==> config.mk <==
export PLATFORM = sky130hd
export DESIGN_NAME = nn_cfg_loader
export DESIGN_NICKNAME = d
export VERILOG_FILES = /design/src/rtl/nn_cfg_pkg.sv /design/src/rtl/nn_cfg_loader.sv
export SDC_FILE = /design/constraint.sdc
export NUM_CORES = 1
export LEC_CHECK = 0
export CAP_MARGIN = 15
export CORE_UTILIZATION = 41
export CTS_BUF_LIST = sky130_fd_sc_hd__clkbuf_8
export CTS_CLUSTER_DIAMETER = 50
export DETAILED_ROUTE_END_ITERATION = 10
export PLACE_DENSITY = 0.78
export SLEW_MARGIN = 20
export SYNTH_ARGS = -nofsm -noshare
export SYNTH_HDL_FRONTEND = slang
export SYNTH_SLANG_ARGS = --single-unit
==> constraint.sdc <==
create_clock -name clk -period 2.1 [get_ports clk]
set_input_delay 0.63 -clock clk [delete_from_list [all_inputs] [get_ports clk]]
set_output_delay 0.63 -clock clk [all_outputs]
set_load 0.1 [all_outputs]
==> src/rtl/nn_cfg_pkg.sv <==
// Shared definitions for the configuration loader: header layout, type codes,
// error codes and FSM states.
package nn_cfg_pkg;

   localparam int TYPE_MSB   = 31;
   localparam int TYPE_LSB   = 30;
   localparam int LAYER_MSB  = 29;
   localparam int LAYER_LSB  = 24;
   localparam int NEURON_MSB = 23;
   localparam int NEURON_LSB = 14;
   localparam int CNT_MSB    = 13;
   localparam int CNT_LSB    = 0;

   typedef enum logic [1:0] {
      TYPE_RSVD   = 2'b00,
      TYPE_WEIGHT = 2'b01,
      TYPE_BIAS   = 2'b10,
      TYPE_END    = 2'b11
   } cfg_type_e;

   typedef enum logic [1:0] {
      ERR_NONE  = 2'd0,
      ERR_ID    = 2'd1,
      ERR_COUNT = 2'd2,
      ERR_CSUM  = 2'd3
   } err_code_e;

   typedef enum logic [2:0] {
      S_IDLE,
      S_WEIGHT,
      S_BIAS,
      S_SKIP,
      S_DONE
   } state_e;

endpackage

==> src/rtl/nn_cfg_loader.sv <==
// Command-stream sequencer driving the shared weight/bias loading bus.
// Define NN_CFG_CHECKSUM_EN to verify a payload checksum carried in the end word.
module nn_cfg_loader
   import nn_cfg_pkg::*;
#(
   parameter int NUM_LAYERS  = 4,
   parameter int MAX_NEURONS = 32,
   parameter int MAX_WEIGHTS = 784
) (
   input  logic        clk,
   input  logic        rst,
   input  logic [31:0] cfg_data,
   input  logic        cfg_valid,
   output logic        cfg_ready,
   output logic        weightValid,
   output logic        biasValid,
   output logic [31:0] weightValue,
   output logic [31:0] biasValue,
   output logic [31:0] config_layer_num,
   output logic [31:0] config_neuron_num,
   output logic        busy,
   output logic        done,
   output logic        err,
   output logic [1:0]  err_code
);

   state_e    state, state_nx;
   logic [13:0] cnt, cnt_nx;
   err_code_e code_q, new_code;
   logic      set_err;
   logic      accept;

   cfg_type_e   hdr_type;
   logic [5:0]  hdr_layer;
   logic [9:0]  hdr_neuron;
   logic [13:0] hdr_cnt;
   logic        id_ok;

`ifdef NN_CFG_CHECKSUM_EN
   logic [31:0] sum;
`endif

   assign hdr_type   = cfg_type_e'(cfg_data[TYPE_MSB:TYPE_LSB]);
   assign hdr_layer  = cfg_data[LAYER_MSB:LAYER_LSB];
   assign hdr_neuron = cfg_data[NEURON_MSB:NEURON_LSB];
   assign hdr_cnt    = cfg_data[CNT_MSB:CNT_LSB];
   assign id_ok      = (32'(hdr_layer) < NUM_LAYERS) && (32'(hdr_neuron) < MAX_NEURONS);

   // Ready drops combinationally with rst so nothing is consumed in the reset cycle.
   assign cfg_ready = ~rst && (state != S_DONE);
   assign accept    = cfg_valid && cfg_ready;
   assign busy      = (state != S_IDLE) && (state != S_DONE);
   assign done      = (state == S_DONE);
   assign err_code  = code_q;

   always_ff @(posedge clk) begin
      if (rst) begin
         state  <= S_IDLE;
         cnt    <= '0;
         err    <= 1'b0;
         code_q <= ERR_NONE;
      end else begin
         state <= state_nx;
         cnt   <= cnt_nx;
         err   <= err | set_err;
         if (set_err && code_q == ERR_NONE) code_q <= new_code;
      end
   end

   always_comb begin
      state_nx = state;
      cnt_nx   = cnt;
      set_err  = 1'b0;
      new_code = ERR_NONE;
      if (accept) begin
         case (state)
            S_IDLE: begin
               cnt_nx = hdr_cnt;
               case (hdr_type)
                  TYPE_WEIGHT: begin
                     if (hdr_cnt == '0 || 32'(hdr_cnt) > MAX_WEIGHTS) begin
                        set_err  = 1'b1;
                        new_code = ERR_COUNT;
                     end else if (!id_ok) begin
                        state_nx = S_SKIP;
                        set_err  = 1'b1;
                        new_code = ERR_ID;
                     end else begin
                        state_nx = S_WEIGHT;
                     end
                  end
                  TYPE_BIAS: begin
                     if (hdr_cnt != 14'd1) begin
                        set_err  = 1'b1;
                        new_code = ERR_COUNT;
                     end else if (!id_ok) begin
                        state_nx = S_SKIP;
                        set_err  = 1'b1;
                        new_code = ERR_ID;
                     end else begin
                        state_nx = S_BIAS;
                     end
                  end
                  TYPE_END: begin
                     state_nx = S_DONE;
`ifdef NN_CFG_CHECKSUM_EN
                     if (cfg_data[15:0] != sum[15:0]) begin
                        set_err  = 1'b1;
                        new_code = ERR_CSUM;
                     end
`endif
                  end
                  default: begin
                     set_err  = 1'b1;
                     new_code = ERR_COUNT;
                  end
               endcase
            end
            S_WEIGHT, S_BIAS, S_SKIP: begin
               cnt_nx = cnt - 14'd1;
               if (cnt == 14'd1) state_nx = S_IDLE;
            end
            default: ;
         endcase
      end
   end

   // Bus outputs are registered: a payload accepted at edge N shows up in cycle N+1.
   always_ff @(posedge clk) begin
      if (rst) begin
         weightValid       <= 1'b0;
         biasValid         <= 1'b0;
         weightValue       <= '0;
         biasValue         <= '0;
         config_layer_num  <= '0;
         config_neuron_num <= '0;
`ifdef NN_CFG_CHECKSUM_EN
         sum               <= '0;
`endif
      end else begin
         weightValid <= accept && (state == S_WEIGHT);
         biasValid   <= accept && (state == S_BIAS);
         if (accept && state == S_WEIGHT) weightValue <= cfg_data;
         if (accept && state == S_BIAS)   biasValue   <= cfg_data;
         if (accept && state == S_IDLE) begin
            config_layer_num  <= {26'd0, hdr_layer};
            config_neuron_num <= {22'd0, hdr_neuron};
         end
`ifdef NN_CFG_CHECKSUM_EN
         if (accept && (state == S_WEIGHT || state == S_BIAS)) sum <= sum + cfg_data;
`endif
      end
   end

endmodule

==> flow_metrics.env <==
export IMPL_finalPower_w=0.00456
export IMPL_path_clk_slew_ps=100
export IMPL_r2r_end="state[0]"
export IMPL_grt_pass1_wl_mm=21.8
export IMPL_fin_setup_tns_ps=0
export IMPL_status="completed"
export IMPL_cp_data_arrival_time_ps=2310
export IMPL_wl_per_cell_um=15.7
export IMPL_postCtsSetupBuffers=0
export IMPL_max_stage_delay_ps=460
export IMPL_drive_gt1_share_pct=25.5
export IMPL_grt_antenna_before_repair=0
export IMPL_setup_viol=0
export IMPL_p_leak_nw=2.86
export IMPL_dr_pass1_iters=5
export IMPL_synth_top_cells_by_count="nand2_1 (171), dfxtp_1 (102), a21oi_1 (91), buf_4 (48), clkbuf_1 (21)"
export IMPL_stdcell_count=876
export IMPL_drv_cap=0
export IMPL_syn_area_mm2=0.00452
export IMPL_hold_buffers=0
export IMPL_intPower_w=0.00282
export IMPL_clkSinkCount=102
export IMPL_die_area_mm2=0.0115
export IMPL_timing_final_crit_period_ps=2000
export IMPL_insertedDiodeCount=0
export IMPL_pwr_share_clk_pct=26.5
export IMPL_yosysWarnings=0
export IMPL_core_mm2=0.0105
export IMPL_r2r_cells=4
export IMPL_row_count=37
export IMPL_slowest_stage="clkdlybuf4s50_1"
export IMPL_end_kind="flop"
export IMPL_hold_path_class="flop to flop"
export IMPL_grt_max_degree=55
export IMPL_worst_path_stages=6
export IMPL_syn_inst=573
export IMPL_gp_congestion=0.942
export IMPL_synth_ff_type="dfxtp_1"
export IMPL_power_frac_comb_pct=28.5
export IMPL_rrSetupSlack_ps=200
export IMPL_drv_slew=0
export IMPL_crit_end="state[1]"
export IMPL_route_detailed_drc=0
export IMPL_irDropWorstVdd_v=0.000428
export IMPL_cts_root_buf="clkbuf_8"
export IMPL_hold_viol=0
export IMPL_yosys_area_top_type="dfxtp_1"
export IMPL_synth_top_area_share_pct=45.2
export IMPL_antenna_left=0
export IMPL_startpoint="cfg_data[6]"
export IMPL_crit_fanout=3
export IMPL_p_sw_share_pct=38.2
export IMPL_tightest_slew_ps=552
export IMPL_nets=777
export IMPL_fin_worst_skew_ps=16.4
export IMPL_crit_family="compound AO/OA/AOI/OAI gates"
export IMPL_max_freq_mhz=499
export IMPL_rr_startpoint="cnt[7]"
export IMPL_fin_hold_ws_ps=463
export IMPL_syn_area_per_cell_um2=7.89
export IMPL_synth_edf_count=0
export IMPL_start_util_pct=43.0
export IMPL_cts_tree="built"
export IMPL_dieHeight_um=107
export IMPL_critPathBufInv=1
export IMPL_ys_types=55
export IMPL_grt_pass1_vias=4333
export IMPL_ys_seq_area_share_pct=45.2
export IMPL_yosysMostFrequentCell="nand2_1"
export IMPL_clock_latency_ps=370
export IMPL_critical_path_required_ps=2410
export IMPL_yosys_top_cells_area="dfxtp_1 (45%), nand2_1 (14%), a21oi_1 (10%)"
export IMPL_area_delta_synth_final_pct=60.1
export IMPL_vias_per_cell=5.14
export IMPL_die_w_um=107
export IMPL_setup_worst_path_class="input pin to flop"
export IMPL_ys_async_sr_fraction_pct=0
export IMPL_numCtsBuffers=9
export IMPL_detail_route_iter0_violations=321
export IMPL_worstHoldPathCells=1
export IMPL_io_buffer_count=122
export IMPL_overflow=0
export IMPL_start_kind="input pin"
export IMPL_htreeDepth=3
export IMPL_rsz0062_at_grt="false"
export IMPL_crit_chain="clkdlybuf4s50_1, nor3_4, a21oi_2, a311o_1, a221oi_2, a22o_1"
export IMPL_post_route_period_util_pct=95.4
export IMPL_fillers=776
export IMPL_vias=4501
export IMPL_maxSlewHeadroom_pct=63.2
export IMPL_wl_mm=13.7
export IMPL_gr_usage_all_layers_pct=24.2
export IMPL_placed_cells=860
export IMPL_switchingPower_w=0.00174
export IMPL_dp_hpwl_mm=10.3
export IMPL_cts_buffer_depth=2
export IMPL_ioPinCount=171
export IMPL_seqPwrFrac_pct=45.0
export IMPL_power_density_mw_per_mm2=630
export IMPL_ys_ff_latch=102
==> flip-flops by register name, indices dropped and copies added (netlist names) <==
signal             flops
state                  3
weightValid            1
cnt                   14
weightValue           32
err                    1
biasValid              1
config_neuron_num     10
biasValue             32
config_layer_num       6
err_code               2
==> repair_timing <==
item,4_1_cts,5_1_grt
pin swaps,6,9
endpoints found under the setup margin,10,7
gates resized for setup,13,17
endpoints found under the hold margin,0,0
gates cloned,0,0
==> cell type report <==
class,instances,area [µm²],share of cell area (%)
Clock buffer,9,124,1.71
Multi-Input combinational cell,424,2210,30.5
Tap cell,136,170,2.35
Clock inverter,7,67.6,0.933
Sequential cell,102,2040,28.2
Timing Repair Buffer,183,2570,35.5
Inverter,15,56.3,0.778
==> cell families (layout without fill, tap and decap cells) <==
kind of cell,after synthesis,after routing,synth area share [%]
AOI/OAI and AO/OA,142,142,18.7
adders and majority gates,7,7,1.94
buffers and inverters,94,214,12.3
DFF,102,102,45.2
muxes,1,1,0.221
other,1,48,0.0830
and+or+nand+nor,226,226,21.6
==> worst register-to-register path, stage by stage, from the launching register on <==
cell and delay [ps]:
dfxtp_1 390, or4_4 590, nor4_1 300, a41oi_1 240
a22o_1 270
==> worst min path at each step <==
stage          startpoint      end  slack [ps]
2_1_floorplan     cnt[13]  cnt[13]         430
3_3_place_gp      cnt[13]  cnt[13]         440
3_5_place_dp      cnt[13]  cnt[13]         440
4_1_cts           cnt[13]  cnt[13]         470
5_1_grt           cnt[13]  cnt[13]         490
6_report          cnt[13]  cnt[13]         460
==> power by group through the flow <==
| stage | Sequential, W | Clock [W] | Combinational [W] |
|---|---|---|---|
| final | 0.00205 | 0.00121 | 0.00130 |
| after global routing | 0.00206 | 0.00131 | 0.00135 |
| after CTS | 0.00205 | 0.00122 | 0.00128 |
| after detailed placement | 0.00209 | 0 | 0.00128 |
| after global placement | 0.00209 | 0 | 0.00126 |
| after floorplan | 0.00230 | 0 | 0.000725 |
==> per-layer routing <==
layer	GRT usage [%]	vias to the layer above	share of wire, %
met4	9.10	0	2.7
li1	-	2157	-
met3	3.10	30	5.8
met2	43.3	198	51
met1	29.5	2116	40
met5	0	-	0
==> per-stage QoR <==
step | util (%) | worst slack (ps) | area (µm²)
5_1_grt | 68.9 | 24.4 | 7240
2_1_floorplan | - | -10.5 | 4710
6_report | 68.9 | 96.6 | 7240
4_1_cts | 68.1 | 1.53 | 7160
3_3_place_gp | 66.0 | -414 | 6930
3_5_place_dp | 66.0 | -481 | 6930
==> cell usage in the layout (no fill, tap or decap), types with 9 or more instances in the layout <==
cell type        Yosys  final
nor2_1              19     17
nand2_1            171    171
a21oi_1             91     90
dfxtp_1            102    102
conb_1               1     48
inv_1               15     14
o21ai_0             11     11
clkdlybuf4s50_1      0     23
clkbuf_8             0      9
buf_4               48     61
buf_12               0     88
Note: power is estimated with default switching activity, not from simulation.
